## src/rtl/io_write_guard.sv

```systemverilog
// Unlockable per-region write-enable mask behind one Z80 I/O port.
// Optional idle auto-relock: define IO_WRITE_GUARD_TIMEOUT_EN.
module io_write_guard #(
  parameter int                  NREGIONS    = 4,
  parameter logic [7:0]          IO_PORT     = 8'hEF,
  parameter logic [7:0]          KEY0        = 8'hA5,
  parameter logic [7:0]          KEY1        = 8'h5A,
  parameter logic [NREGIONS-1:0] WEN_RESET   = '0,
  parameter int                  TIMEOUT_CYC = 65000
) (
  input  logic                clk,
  input  logic                reset,
  input  logic [15:0]         a,
  input  logic                iorq_n,
  input  logic                mreq_n,
  input  logic                rd_n,
  input  logic                wr_n,
  input  logic [7:0]          din,
  output logic [7:0]          dout,
  output logic                dout_oe,
  output logic [NREGIONS-1:0] region_we,
  output logic [NREGIONS-1:0] wen,
  output logic                unlocked
);

  typedef enum logic [1:0] {
    LOCKED   = 2'd0,
    ARMED    = 2'd1,
    UNLOCKED = 2'd2
  } state_t;

  state_t              state, state_nxt;
  logic [NREGIONS-1:0] wen_q, wen_nxt;
  logic                idle_q;
  logic                rst_hold;
  logic                hit;
  logic                strobe_idle;
  logic                pw;
  logic                expire;
  logic                unused_hi;

  assign unused_hi   = ^a[15:8];
  assign hit         = (a[7:0] == IO_PORT);
  assign strobe_idle = iorq_n | wr_n;
  assign pw = ~iorq_n & ~wr_n & hit & idle_q & ~rst_hold;

  // rst_hold masks a strobe already held when reset is released
  always_ff @(posedge clk or negedge reset) begin
    if (!reset) begin
      state    <= LOCKED;
      wen_q    <= WEN_RESET;
      idle_q   <= 1'b1;
      rst_hold <= 1'b1;
    end else begin
      state    <= state_nxt;
      wen_q    <= wen_nxt;
      idle_q   <= strobe_idle;
      rst_hold <= rst_hold & ~strobe_idle;
    end
  end

`ifdef IO_WRITE_GUARD_TIMEOUT_EN
  localparam int CW = $clog2(TIMEOUT_CYC);
  logic [CW-1:0] cnt;

  // lock on the edge at which the idle count reaches TIMEOUT_CYC-1
  assign expire = (state != LOCKED) &&
                  (cnt == CW'(TIMEOUT_CYC - 2));

  always_ff @(posedge clk or negedge reset) begin
    if (!reset)
      cnt <= '0;
    else if (pw || state_nxt == LOCKED)
      cnt <= '0;
    else
      cnt <= cnt + CW'(1);
  end
`else
  localparam int UNUSED_TMO = TIMEOUT_CYC;
  assign expire = 1'b0;
`endif

  always_comb begin
    state_nxt = state;
    wen_nxt   = wen_q;
    if (pw) begin
      unique case (state)
        LOCKED: begin
          if (din == KEY0) state_nxt = ARMED;
        end
        ARMED: begin
          if (din == KEY1)      state_nxt = UNLOCKED;
          else if (din == KEY0) state_nxt = ARMED;
          else                  state_nxt = LOCKED;
        end
        UNLOCKED: begin
          if (din[7]) state_nxt = LOCKED;
          else        wen_nxt   = din[NREGIONS-1:0];
        end
        default: state_nxt = LOCKED;
      endcase
    end else if (expire) begin
      state_nxt = LOCKED;
    end
  end

  always_comb begin
    dout = '0;
    dout[NREGIONS-1:0] = wen_q;
    if (NREGIONS < 7) dout[6] = (state == ARMED);
    dout[7] = (state == UNLOCKED);
  end

  assign dout_oe   = ~iorq_n & ~rd_n & hit;
  assign region_we = {NREGIONS{~mreq_n & ~wr_n}} & wen_q;
  assign wen       = wen_q;
  assign unlocked  = (state == UNLOCKED);

endmodule

```

## config.mk

```make
export PLATFORM = sky130hd
export DESIGN_NAME = io_write_guard
export DESIGN_NICKNAME = d
export VERILOG_FILES = /design/src/rtl/io_write_guard.sv
export SDC_FILE = /design/constraint.sdc
export NUM_CORES = 1
export LEC_CHECK = 0
export BUFFER_PORTS_ARGS = -buffer_cell sky130_fd_sc_hd__buf_4
export CAP_MARGIN = 15
export CORE_MARGIN = 2
export CORE_UTILIZATION = 33
export CTS_BUF_LIST = sky130_fd_sc_hd__clkbuf_8
export DETAILED_ROUTE_END_ITERATION = 12
export GPL_ROUTABILITY_DRIVEN = 1
export GPL_TIMING_DRIVEN = 0
export PLACE_DENSITY = 0.76
export SETUP_SLACK_MARGIN = 0.3
export SLEW_MARGIN = 20
export SYNTH_ARGS = -nofsm -noshare
export SYNTH_HDL_FRONTEND = slang
export SYNTH_SLANG_ARGS = --single-unit
export TNS_END_PERCENT = 100
```

## constraint.sdc

```tcl
create_clock -name clk -period 1.4 [get_ports clk]
set_input_delay 0.28 -clock clk [delete_from_list [all_inputs] [get_ports clk]]
set_output_delay 0.28 -clock clk [all_outputs]
set_load 0.03 [all_outputs]
```

Word-level counts from Yosys, hierarchy flattened --
Cells that the tools add are included.
Operators by class: shifts and indexed selects 0, mux-type cells 5, $lt $le $gt $ge 0, reductions and logical operators 3, multipliers 0, equal/unequal tests 7, $add $sub $neg 0, bitwise gates (word level) 17, div/mod/pow operators 0
Operator list (number):
- $eq 8x8->1 const B | 2
- $and 1x1->1 | 8
- $eq 8x7->1 const B | 1
- $not 1->1 | 7
- $mux 2 | 3
- $pmux 2 s3 | 1
- $reduce_and 3->1 | 2
- $and 4x4->4 | 1
- $ne 2x2->1 const B | 2
- $eq 2x1->1 const B | 1
- $eq 2x2->1 const B | 1
- $logic_not 2->1 | 1
- $mux 1 | 1
- $or 1x1->1 | 1
Word-level totals: input port bits 30, memory bits (writable) 0, logic and storage cells 36, ROM bits 0, latch bits 0, output and inout bits 18, memories 0, flip-flop bits (word level) 8

Longest topological paths before layout --
Gate-level depths: netlist (run 1).
depth in word-level cells 6, mapped depth 4, mapped depth without buffers 4

Worst setup path after synthesis (run 1) --
No wires, ideal clock.
path kind input to output, from input a[4], to output dout_oe, data arrival time 1.492 ns, slack -0.372 ns, stages 2, path through nand4b_1 nor4_1
On the way: longest elaborated chain between the ends 2
RTL lines:
- from (decl) | line 13 | input logic [15:0] a,
- $eq 8x8->1 | line 43 | assign hit = (a[7:0] == IO_PORT);
- $and 1x1->1 | line 114 | assign dout_oe = ~iorq_n & ~rd_n & hit;
- to (decl) | line 20 | output logic dout_oe,
Every way passes these cells.

Worst setup path after layout (run 1) --
from register idle_q, to register wen_q[3] (netlist: wen[3])
On the way: longest elaborated chain between the ends 3
RTL lines:
- from (decl) | line 34 | logic idle_q;
- from (signal assigned) | line 57 | idle_q <= strobe_idle;
- $and 1x1->1 (2 in series) | line 45 | assign pw = ~iorq_n & ~wr_n & hit & idle_q & ~rst_hold;
- $reduce_and 3->1 (no line)
- to (signal assigned) | line 56 | wen_q <= wen_nxt;
- to (decl) | line 33 | logic [NREGIONS-1:0] wen_q, wen_nxt;
Every way passes these cells. A chain may end at the register's enable or synchronous reset.

==> flow_summary.toml, run 1 <==
[run_status]
outcome = "finished with violations"
violations = "setup timing"

[floorplan]
ios = 48
chipWidth_um = 43.2
dieArea_um2 = 1870
core-area_um2 = 1470
row_count = 14
initial_core_util_pct = 34.5
die_h_um = 43.2

[route]
wl_um = 1700
via_count = 566
postRouteAntennaNets = 0
drc_errors = 0
via_per_inst = 4.76
wl_per_cell_um = 14.3
dr.pass1.iters = 2
drt_first_iter_violations = 3

[finish]
area_growth_pct = 115
seq_area_um2 = 203
multi_input_area_um2 = 294
finalNonFillerCells = 119
antennaDiodeCount = 0
layout.nets = 134
fillers = 110
drive_above_1_share_pct = 75.7

[pwr]
leakagePower_nw = 0.549
power_mw = 0.643
power_density_nw_per_um2 = 588
peakVddDrop_mv = 0.633

[sta]
fin_crit_sh_pct = 109
setup_viol = 5
fmax_mhz = 658
tns_ps = -515
final-hold-violation-count = 0
slew_viol_final = 0
fin_ws_ps = -119
skew_ps = 9.34
rsz0062_at_grt = "yes"
fin_crit_ps = 1520

[clock_tree]
clk_pin_slew_ps = 50
insertion_delay_ps = 230
cts.sinks = 8
clockRootBuffer = "clkbuf_8"
cts_tree = "done"
htree_levels = 1
cts.path.max_buffers = 2
cts-buffers-inserted = 3

[grt]
grt_pass1_vias = 599
track_usage_pct = 19.1
overflow = 0
grt_max_degree = 9
antenna_found_initial = 0
grt_pass1_wl_um = 2660

[synth]
synth_ff_type = "dfrtp_1"
synth_area_um2 = 508
yosysSeqAreaShare_pct = 39.9
synth.ff_latch_count = 8
yosysWarnings = 0
synth_edf_count = 0
yosysMostFrequentCell = "buf_4"
synth_common_cells = "buf_4, dfrtp_1, and2_1, mux2_2, nor2b_1"
synthCells = 48
yosysTopAreaCell = "dfrtp_1"
synth_top_cells_by_area = "dfrtp_1, buf_4, dfstp_2, mux2_2, and2_1"
synth_top_area_share_pct = 29.6
syn_avg_cell_area_um2 = 10.6
ys_types = 23
async_flop_share_pct = 100

[flow_run]
drv_cap = 0

[placement]
pre_cts_ws_ps = -419
gp_congestion = 0.783
dp.cells = 102
port_buffers = 37

[setup_path]
slowest_delay_ps = 530
worst-path-buf-inv = 0
path_delay_family = "simple AND/OR/NAND/NOR gates"
crit_chain = "nand2b_4 > nor4_4 > and3b_4 > mux2_2"
path_max_fanout = 4
startpoint_type = "flip-flop"
crit_required_ps = 1510
crit_slowest_cell = "dfstp_2"
end_kind = "flip-flop"
setup.worst_path.class = "flip-flop to flip-flop"
crit_arrival_ps = 1630

[hold_path]
hp-class = "primary input to flip-flop"
## final cells by class
type / count / area share (%)
inverters: 2 / 0.686
flip-flops and latches: 8 / 18.5
clock inverters: 1 / 0.343
clock buffers: 3 / 3.78
well taps: 16 / 1.83
plain buffers: 7 / 6.52
multi-input cells: 32 / 26.9
repair buffers: 50 / 41.4
## per-layer routing
metal,GRT usage (%),vias up,part of all wire [%],routed length (um)
li1,-,274,-,-
met1,20.3,270,33,562
met2,36.1,22,60,1030
met3,3.40,0,6.5,111
met4,7.27,0,0,0
met5,0,-,0,0
## cell families after synthesis
family	after synthesis	share of synthesized area, %
AND/OR/NAND/NOR	21	33.0
buffers and inverters	9	11.8
multiplexers	4	8.87
other	1	0.738
flip-flops	8	39.9
AO/OA/AOI/OAI	5	5.67
## flip-flops by register name, summed over array words and instances (netlist names)
name / cells
wen: 4
idle_q: 1
rst_hold: 1
state: 2
## power breakdown
part / leakage [nW] / total (mW) / internal, mW / switching [mW]
combinational: 0.423 / 0.119 / 0.0709 / 0.0478
clock: 0.0269 / 0.283 / 0.190 / 0.0929
sequential: 0.0996 / 0.241 / 0.237 / 0.00388
## per-stage QoR
| stage | util, % | area [um2] | hold slack [ps] |
|---|---|---|---|
| global placement | 56.7 | 835 | 102 |
| global route | 74.3 | 1090 | 307 |
| CTS | 72.0 | 1060 | 298 |
| detailed placement | 56.7 | 835 | 102 |
| finish | 74.3 | 1090 | 302 |
| floorplan | - | 537 | -15.6 |
## final timing paths
kind	start	end	slack [ps]	cells after the start
worst max-delay path	idle_q	wen[3]	-120	4
worst min-delay path	din[1]	wen[1]	300	2
worst max register to register	idle_q	wen[3]	-120	4
worst min register to register	rst_hold	rst_hold	440	2
max in group asynchronous	reset	rst_hold	760	2
min in group asynchronous	reset	wen[1]	420	2
## placed cells by master (no fill, tap or decap), types with 2 or more instances in the layout
cell type and instances:
nand4b_1 2, dfstp_2 2, nor2b_4 2, mux2_2 4
nor4bb_1 2, and2_4 4, buf_6 25, dfrtp_1 6
clkbuf_8 3, inv_1 3, buf_4 31, conb_1 2
## timing repair
item	in CTS	in global routing
buffers inserted	9	3
endpoints found under the hold margin	6	0
gates resized for setup	31	3
setup endpoints to repair	19	22
pin swaps	1	0
hold buffers	1	0
No activity file was read; power rests on OpenSTA's default activity.
==> run 2, diff against run 1 <==
--- a/config.mk
+++ b/config.mk
@@ -8,12 +8,12 @@
 export BUFFER_PORTS_ARGS = -buffer_cell sky130_fd_sc_hd__buf_4
 export CAP_MARGIN = 15
 export CORE_MARGIN = 2
-export CORE_UTILIZATION = 33
+export CORE_UTILIZATION = 37
 export CTS_BUF_LIST = sky130_fd_sc_hd__clkbuf_8
 export DETAILED_ROUTE_END_ITERATION = 12
 export GPL_ROUTABILITY_DRIVEN = 1
 export GPL_TIMING_DRIVEN = 0
-export PLACE_DENSITY = 0.76
+export PLACE_DENSITY = 0.81
 export SETUP_SLACK_MARGIN = 0.3
 export SLEW_MARGIN = 20
 export SYNTH_ARGS = -nofsm -noshare
==> constraint.sdc (replaced) <==
create_clock -name clk -period 1.58 [get_ports clk]
set_input_delay 0.316 -clock clk [delete_from_list [all_inputs] [get_ports clk]]
set_output_delay 0.316 -clock clk [all_outputs]
set_load 0.03 [all_outputs]
==> run 2 against run 1 <==
Net effect: the run now ends clean; global-route usage rose by 0.51 points; core utilization grew 6.2 points; via count down 2.1%; critical path type is now primary input to flip-flop; largest power group unchanged; highest routed layer is now met4.
==> flow_summary.toml, run 2 (synthesis gave the netlist of run 1 again) <==
[run_status]
outcome = "finished, final reports clean"

[clock_tree]
clk_pin_slew_ps = 40
cts.path.max_buffers = 2
cts-buffers-inserted = 3
htree_levels = 1
cts_tree = "done"
cts.sinks = 8
clockRootBuffer = "clkbuf_8"
insertion_delay_ps = 230

[floorplan]
chipWidth_um = 41.1
row_count = 13
core-area_um2 = 1280
die_h_um = 41.1
initial_core_util_pct = 39.5
dieArea_um2 = 1690
ios = 48

[sta]
fin_crit_sh_pct = 94.6
final-hold-violation-count = 0
skew_ps = 4.16
fin_crit_ps = 1490
timing.hold.ws_ps = 332
slew_viol_final = 0
fmax_mhz = 669
rsz0062_at_grt = "yes"
setup_viol = 0

[route]
top_layer = "met4"
wl_per_cell_um = 13.5
dr.pass1.iters = 2
wl_um = 1560
wl_met3_um = 137
wl_met2_um = 816
drc_errors = 0
via_per_inst = 4.78
m1WireLength_um = 574
postRouteAntennaNets = 0
via_count = 554
drt_first_iter_violations = 5

[setup_path]
crit_start = "a[4]"
r2r-start = "idle_q"
crit_arrival_ps = 1610
r2r.worst_path.cells = 4
setup.worst_path.class = "primary input to flip-flop"
startpoint_type = "primary input"
end_kind = "flip-flop"
crit_required_ps = 1690
slowest_delay_ps = 340
crit_slowest_cell = "nor4_4"
crit_chain = "buf_6 > nand4b_1 > nor4_4 > and3b_4 > mux2_4"
path_max_fanout = 4

[finish]
antennaDiodeCount = 0
design_area_um2 = 1030
finalNonFillerCells = 116
layout.nets = 132
area_growth_pct = 104
layout_common_cells = "buf_4, buf_6, dfrtp_1"
largest_register_ffs = 4
final_common_cell = "buf_4"
drive_above_1_share_pct = 74.3

[placement]
dp.cells = 101
hpwl_um = 1010
place_area_um2 = 825
gp_congestion = 0.640
port_buffers = 37

[hold_path]
min_from = "din[3]"
hp-class = "primary input to flip-flop"
hold_depth = 2

[grt]
overflow = 0
grt_pass1_wl_um = 2020
track_usage_pct = 19.6
grt_pass1_vias = 481
antenna_found_initial = 0
grt_max_degree = 9

[pwr]
power_mw = 0.575
leakagePower_nw = 0.535
power_density_nw_per_um2 = 556
peakVddDrop_mv = 0.752

[flow_run]
drv_cap = 0
-- run 2: path summary, 6_finish.rpt --
check                            to  slack [ps]
setup reg to reg             wen[2]         100
min in group asynchronous    wen[1]         450
setup / recovery             wen[2]          90
hold reg to reg            rst_hold         440
hold / removal               wen[3]         330
max in group asynchronous  rst_hold         910
-- run 2: final cells by class --
type                    instances  area (um2)
well taps                      15        18.8
multi-input cells              32         310
clock inverters                 1        3.75
plain buffers                   7        56.3
inverters                       2        7.51
flip-flops and latches          8         204
clock buffers                   3        41.3
repair buffers                 48         393
fillers                        86         250
-- run 2: stage by stage --
step                      worst slack (ps)  utilization, %  TNS [ps]
after detailed placement              -248            64.2      -972
after global routing                  48.4            80.5         0
after CTS                             63.9            74.1         0
after floorplan                      -13.4               -     -53.6
final                                 85.7            80.5         0
after global placement                -243            64.2      -955
-- run 2: metal layers --
layer  vias to the layer above  GRT usage, %
met5                         -             0
met4                         0          12.5
met3                         4          4.89
met2                        25          32.4
met1                       259          22.0
li1                        266             -
-- run 2: where the power goes --
group          switching [mW]  internal [mW]  total [mW]
registers             0.00329          0.210       0.214
logic                  0.0427         0.0646       0.107
clock network          0.0857          0.169       0.254
total                   0.132          0.444       0.575
-- run 2: critical path, delay by kind of cell --
kind | cells | cell delay [ps]
buffers and inverters | 1 | 90
multiplexers | 1 | 310
AND/OR/NAND/NOR | 3 | 900
-- run 2: timing repair --
| item | 4_1_cts | 5_1_grt |
|---|---|---|
| buffers inserted | 4 | 6 |
| resized for setup | 11 | 12 |
| endpoints found under the hold margin | 6 | 0 |
| setup endpoints to repair | 8 | 14 |
| pin swaps | 2 | 3 |
| hold buffers | 1 | 0 |
